### config.mk
export PLATFORM = sky130hd
export DESIGN_NAME = boot_loader
export DESIGN_NICKNAME = d
export VERILOG_FILES = /design/src/rtl/boot_loader.sv
export SDC_FILE = /design/constraint.sdc
export NUM_CORES = 1
export LEC_CHECK = 0
export ABC_AREA = 1
export BUFFER_PORTS_ARGS = -buffer_cell sky130_fd_sc_hd__buf_4
export CAP_MARGIN = 25
export CORE_ASPECT_RATIO = 0.6
export CORE_MARGIN = 2
export CORE_UTILIZATION = 55
export DETAILED_ROUTE_END_ITERATION = 8
export GPL_TIMING_DRIVEN = 0
export PLACE_DENSITY_LB_ADDON = 0.25
export RECOVER_POWER = 50
export SLEW_MARGIN = 15
export SYNTH_ARGS = -nofsm -noshare
export SYNTH_HDL_FRONTEND = slang
export SYNTH_SLANG_ARGS = --single-unit
### constraint.sdc
create_clock -name clk -period 2.21 [get_ports clk]
set_clock_uncertainty 0.2 [all_clocks]
set_input_delay 0.1105 -clock clk [delete_from_list [all_inputs] [get_ports clk]]
set_output_delay 0.1105 -clock clk [all_outputs]
set_load 0.05 [all_outputs]
### src/rtl/boot_loader.sv
// Framed UART program loader: parses SYNC/LEN/payload/CHK frames from uart_rx,
// writes little-endian 32-bit words into instruction memory and gates the core via cpu_hold.
module boot_loader #(
  parameter logic [7:0] SYNC_BYTE      = 8'hA5,
  parameter int         ADDR_W         = 8,
  parameter int         TIMEOUT_CYCLES = 2_000_000
) (
  input  logic              clk,
  input  logic              reset_n,
  input  logic              rx_dv,
  input  logic [7:0]        rx_byte,
  output logic              mem_we,
  output logic [ADDR_W-1:0] mem_addr,
  output logic [31:0]       mem_wdata,
  output logic              cpu_hold,
  output logic              load_done,
  output logic [1:0]        load_err,
  output logic [7:0]        words_loaded
);

  localparam int GAP_W = $clog2(TIMEOUT_CYCLES + 1);
  localparam logic [GAP_W-1:0] GAP_LAST = GAP_W'(TIMEOUT_CYCLES - 1);

  typedef enum logic [2:0] {S_IDLE, S_LEN, S_DATA, S_CHK, S_DONE} state_t;

  state_t             r_state;
  logic [7:0]         r_len;
  logic [7:0]         r_acc;
  logic [7:0]         r_words;
  logic [1:0]         r_lane;
  logic [23:0]        r_word;
  logic [GAP_W-1:0]   r_gap;
  logic               r_we;
  logic [ADDR_W-1:0]  r_addr;
  logic [31:0]        r_wdata;
  logic               r_hold;
  logic               r_done;
  logic [1:0]         r_err;

  logic w_active;
  logic w_timeout;

  assign w_active  = (r_state == S_LEN) || (r_state == S_DATA) || (r_state == S_CHK);
  // A byte on the expiring cycle wins over the timeout.
  assign w_timeout = w_active && !rx_dv && (r_gap == GAP_LAST);

  always_ff @(posedge clk or negedge reset_n) begin
    if (!reset_n) begin
      r_state <= S_IDLE;
      r_len   <= '0;
      r_acc   <= '0;
      r_words <= '0;
      r_lane  <= '0;
      r_word  <= '0;
      r_gap   <= '0;
      r_we    <= 1'b0;
      r_addr  <= '0;
      r_wdata <= '0;
      r_hold  <= 1'b1;
      r_done  <= 1'b0;
      r_err   <= 2'b00;
    end else begin
      r_we   <= 1'b0;
      r_done <= 1'b0;

      if (!w_active || rx_dv) r_gap <= '0;
      else                    r_gap <= r_gap + GAP_W'(1);

      if (w_timeout) begin
        r_state <= S_IDLE;
        r_err   <= 2'b10;
      end else if (rx_dv) begin
        case (r_state)
          S_IDLE, S_DONE: begin
            if (rx_byte == SYNC_BYTE) begin
              r_state <= S_LEN;
              r_hold  <= 1'b1;
              r_err   <= 2'b00;
              r_acc   <= '0;
              r_lane  <= '0;
              r_words <= '0;
            end
          end
          S_LEN: begin
            r_len   <= rx_byte;
            r_state <= (rx_byte == 8'd0) ? S_CHK : S_DATA;
          end
          S_DATA: begin
            r_acc  <= r_acc + rx_byte;
            r_lane <= r_lane + 2'd1;
            case (r_lane)
              2'd0: r_word[7:0]   <= rx_byte;
              2'd1: r_word[15:8]  <= rx_byte;
              2'd2: r_word[23:16] <= rx_byte;
              default: begin
                r_we    <= 1'b1;
                r_addr  <= ADDR_W'(r_words);
                r_wdata <= {rx_byte, r_word};
                r_words <= r_words + 8'd1;
                if (r_words + 8'd1 == r_len) r_state <= S_CHK;
              end
            endcase
          end
          S_CHK: begin
            if (rx_byte == r_acc) begin
              r_state <= S_DONE;
              r_done  <= 1'b1;
              r_hold  <= 1'b0;
            end else begin
              r_state <= S_IDLE;
              r_err   <= 2'b01;
            end
          end
          default: r_state <= S_IDLE;
        endcase
      end
    end
  end

  assign mem_we       = r_we;
  assign mem_addr     = r_addr;
  assign mem_wdata    = r_wdata;
  assign cpu_hold     = r_hold;
  assign load_done    = r_done;
  assign load_err     = r_err;
  assign words_loaded = r_words;

endmodule

Word level (Yosys, flattened, before mapping)
Index checks and enable logic that the tools add are counted.

operators by class
  add/subtract/negate cells = 4
  equal/unequal tests = 17
  multiplexer cells = 30
  bitwise gates (word level) = 2
  reduce and logical (&&, ||, !) cells = 26

operator list
  operator               count
  $pmux 8 s2             2
  $reduce_and 4->1       7
  $add 21x1->21 const B  1
  $eq 21x21->1 const B   1
  $mux 21                1
  $mux 3                 6
  $eq 8x8->1             2
  $mux 8                 2
  $pmux 3 s4             1
  $mux 1                 11
  $reduce_and 5->1       2
  $ne 3x3->1 const B     3
  $add 8x1->8 const B    1
  $add 8x8->8            1
  $eq 8x8->1 const B     1
  $logic_not 8->1        1
  $mux 2                 4
  $pmux 2 s2             2
  $eq 3x2->1 const B     2
  $reduce_bool 2->1      3
  $ne 2x2->1 const B     2
  $eq 3x1->1 const B     1
  $eq 3x3->1 const B     1
  $logic_not 3->1        1
  15 further kinds       20

word-level totals
  bits in registers = 119
  bits of input ports = 11
  output and inout port bits = 53

Logic depth before layout (Yosys ltp)
  depth after elaboration = 7
  depth in mapped cells = 14
  mapped depth without buffers = 14

Worst setup path before layout
No wires, ideal clock.

  path type = flip-flop to flip-flop
  start = reg r_words[0], in the netlist words_loaded[0]
  end = reg r_state[2]
  arrival = 1.919 ns
  required time = 1.893 ns
  path slack = -0.026 ns
  stages on the path, launching flop included = 13
  buffers on the path = 0
  cells stage by stage = dfrtp_1 ha_1 nand2_1 nor2_1 nand3_1 nand2_1 nor2_1 nor2_1 nand3_1 nand2_1 nand2_2 nand2_1 nand2_1

on the way
  cells in the longest elaborated chain, start to end = 4

ends and longest elaborated chain
  element                     RTL line  source
  from (decl)                 29        logic [7:0] r_words;
  from (signal assigned)      99        r_words <= r_words + 8'd1;
  $add 8x1->8                 100       if (r_words + 8'd1 == r_len) r_state <= S_CHK;
  $eq 8x8->1                  100
  $ne 3x2->1 (no line)        n/a
  $reduce_and 4->1 (no line)  n/a
  to (signal assigned)        86        r_state <= (rx_byte == 8'd0) ? S_CHK : S_DATA;
  to (decl)                   26        state_t r_state;

Every way passes these cells.
A chain may end at the register's enable or synchronous reset.

Final worst setup path
Same ends and word-level chain as after synthesis.

==> results.toml <==
[final_layout]
fin_area_sq_um = 6950
diodes = 0
layout_commonest_cell = "nand2_1"
fin_cells = 913
syn2layout_area_growth_pct = 23.9
fillCellCount = 764
nets = 790
drive_above_1_share = 0.149
final_cell_mix = "nand2_1 (226), dfrtp_1 (117), inv_1 (60)"

[grt]
grt_overflow = 0
grt_first_pass_wirelength_mm = 23.3
track_usage = 0.281
grt_pass1_vias = 4688
grt_start_max_net_pins = 87
antenna_found_initial = 0

[timing]
hold_violations = 0
setup_violations = 0
worst_pin_slew_ns = 1.18
final.period_utilization = 0.993
max_freq_mhz = 456
fin_crit_ns = 2.19
relSlewSlack = 0.210
drv_slew = 0

[detailed_routing]
drt_iter0_drc = 473
wl_mm = 14.8
drtPass1Iterations = 7
ant_nets = 0
avgRoutedWirePerCell_um = 16.2
routed_via_density = 5.53
route.detailed.drc = 0
vias = 5049

[worst_setup_path]
cp-start-kind = "flip-flop"
r2r-start = "words_loaded[0]$_DFFE_PN0P_"
reg2reg_slack_ns = 0.02
cp_slowest_stage_delay_ns = 0.46
cp_common_cell = "nand2_1"
worstSetupStartpoint = "words_loaded[0]$_DFFE_PN0P_"
criticalPathCategory = "reg -> reg"
worstPathCellList = "ha_1, xnor2_1, nand2_1, nor2_1, nand2_1, nor2_1, nand3_1, nand2_2, nand2_2, nand2_1, nand2_1"
crit_arrival_ns = 2.29
endpoint = "r_state[2]$_DFFE_PN0P_"
reg2reg_to = "r_state[2]$_DFFE_PN0P_"
crit_slowest_cell = "dfrtp_2"
path_max_fanout = 6
reg2reg_depth = 11
worstPathRequired_ns = 2.31
endpoint_kind = "flip-flop"

[synth]
async_flop_share = 1.00
syn_area_per_cell_sq_um = 8.41
synth_ff_type = "dfrtp_1"
syn_nets = 692
synthTopCellsByArea = "dfrtp_1 (53%), nand2_1 (15%), o21ai_0 (5.2%), inv_1 (4.3%), ha_1 (2.9%)"
synth_cell_types = 38
synth-seq-cells = 119
yosysTopAreaCellShare = 0.526
synth-edff-count = 0
synth_top_cell_by_area = "dfrtp_1"
synth_cells = 667
syn_area_sq_um = 5610
ys_seq_area_frac = 0.531
yosys_warnings = 0

[job]
cap_viol_max_count = 0

[clocking]
clockRootBuffer = "clkbuf_16"
cts_tree = "built"
htreeDepth = 4
numCtsBuffers = 17
path_clk_slew_ns = 0.06
cts_sinks = 119
clk_path_buf_depth = 2
clk_latency_ns = 0.41

[floorplan]
die_h_um = 82.2
fp-row-count = 28
io_pins = 64
start_util = 0.568
core_sq_um = 9880
die-area_sq_um = 11100
die_x_um = 134

[run_status]
status = "complete, no violations"

[placement]
port_buffers = 63
routabilityCongestion = 1.00
placed_area_sq_um = 6280
dp.cells = 866
place_hpwl_mm = 10.3

[pwr]
peakVddDrop_uv = 739
leakage_nw = 3.38
powerDensity_nw_per_um2 = 1270

[min_path]
min_path_type = "in -> async"
critical path: cells and delay by family, from the launching register on:
kind	cells	cell delay [ns]
xor+xnor	1	0.17
fa+ha+maj	1	0.35
flops	1	0.46
simple gates	9	0.92
repair_timing:
item	4_1_cts	5_1_grt
setup buffers	0	4
endpoints found under the setup margin	0	21
hold buffers	11	0
resized for setup	0	14
hold endpoints to repair	170	0
report_power, final:
part / switching, mW / total, mW / internal [mW]
sequential: 0.413 / 3.18 / 2.77
combinational: 2.03 / 2.85 / 0.814
clock: 1.01 / 2.83 / 1.81
routing by layer:
metal,track usage,wire length [um],vias up
li1,-,-,2366
met1,0.403,6640,2420
met2,0.410,6470,243
met3,0.0763,1490,20
met4,0.111,200,0
met5,0,0,-
final cells by class:
type                    instances  area, sq um  share of cell area
well taps                     135          169              0.0243
multi-input cells             467         2320               0.335
inverters                      66          259              0.0373
plain buffers                  15         88.8              0.0128
repair buffers                 79          514              0.0740
clock buffers                  19          443              0.0637
flip-flops and latches        119         2980               0.429
clock inverters                13          170              0.0245
synth_stat cells (2+ instances only):
cell / number
ha_1: 13
a22o_1: 3
dfrtp_1: 118
inv_2: 2
buf_6: 2
nand4_1: 15
nor2_4: 3
nor3_1: 12
nor2_1: 40
nand2_1: 229
nor3_2: 5
xor2_1: 6
a21oi_1: 18
inv_1: 64
nor2_2: 3
xnor2_1: 4
o21ai_0: 58
nand3b_1: 2
o21ai_1: 10
nor4_1: 3
nand2_2: 2
nand3_1: 29
nand3_2: 2
buf_2: 5
clkbuf_1: 6
cells by family (layout without fill, tap and decap cells):
family,after synthesis,count (layout),synth area share
simple gates,348,348,0.270
compound gates,95,95,0.0906
xor+xnor,10,10,0.0156
fa+ha+maj,14,14,0.0326
flops,119,119,0.531
buf+inv,81,192,0.0600
worst min path at each step:
stage / start / to / slack (ns)
after floorplan: reset_n / load_done$_DFF_PN0_ / -0.39
after global placement: rx_dv / r_gap[10]$_DFF_PN0_ / 0.25
after detailed placement: reset_n / load_err[0]$_DFFE_PN0P_ / -0.17
after CTS: reset_n / cpu_hold$_DFFE_PN1P_ / 0.01
after global routing: reset_n / cpu_hold$_DFFE_PN1P_ / 0.06
final: reset_n / cpu_hold$_DFFE_PN1P_ / 0.03
flip-flops by register name, summed over array words and instances (netlist names), 2 cells and up:
| signal | cells |
|---|---|
| mem_wdata | 32 |
| words_loaded | 8 |
| r_acc | 8 |
| r_state | 3 |
| load_err | 2 |
| r_len | 8 |
| r_lane | 2 |
| mem_addr | 8 |
| r_word | 24 |
| r_gap | 21 |
stage by stage:
step | setup WS (ns) | utilization | power (mW) | hold slack [ns] | TNS [ns]
global route | -0.00498 | 0.703 | 9.31 | 0.0616 | -0.00970
detailed placement | 0.0436 | 0.636 | 6.05 | -0.171 | 0
global placement | 0.0954 | 0.633 | 5.90 | 0.247 | 0
floorplan | 0.0307 | - | 5.13 | -0.385 | 0
CTS | 0.00348 | 0.710 | 8.93 | 0.0143 | 0
finish | 0.0156 | 0.703 | 8.86 | 0.0345 | 0
Note: power is estimated with default switching activity, not from simulation.
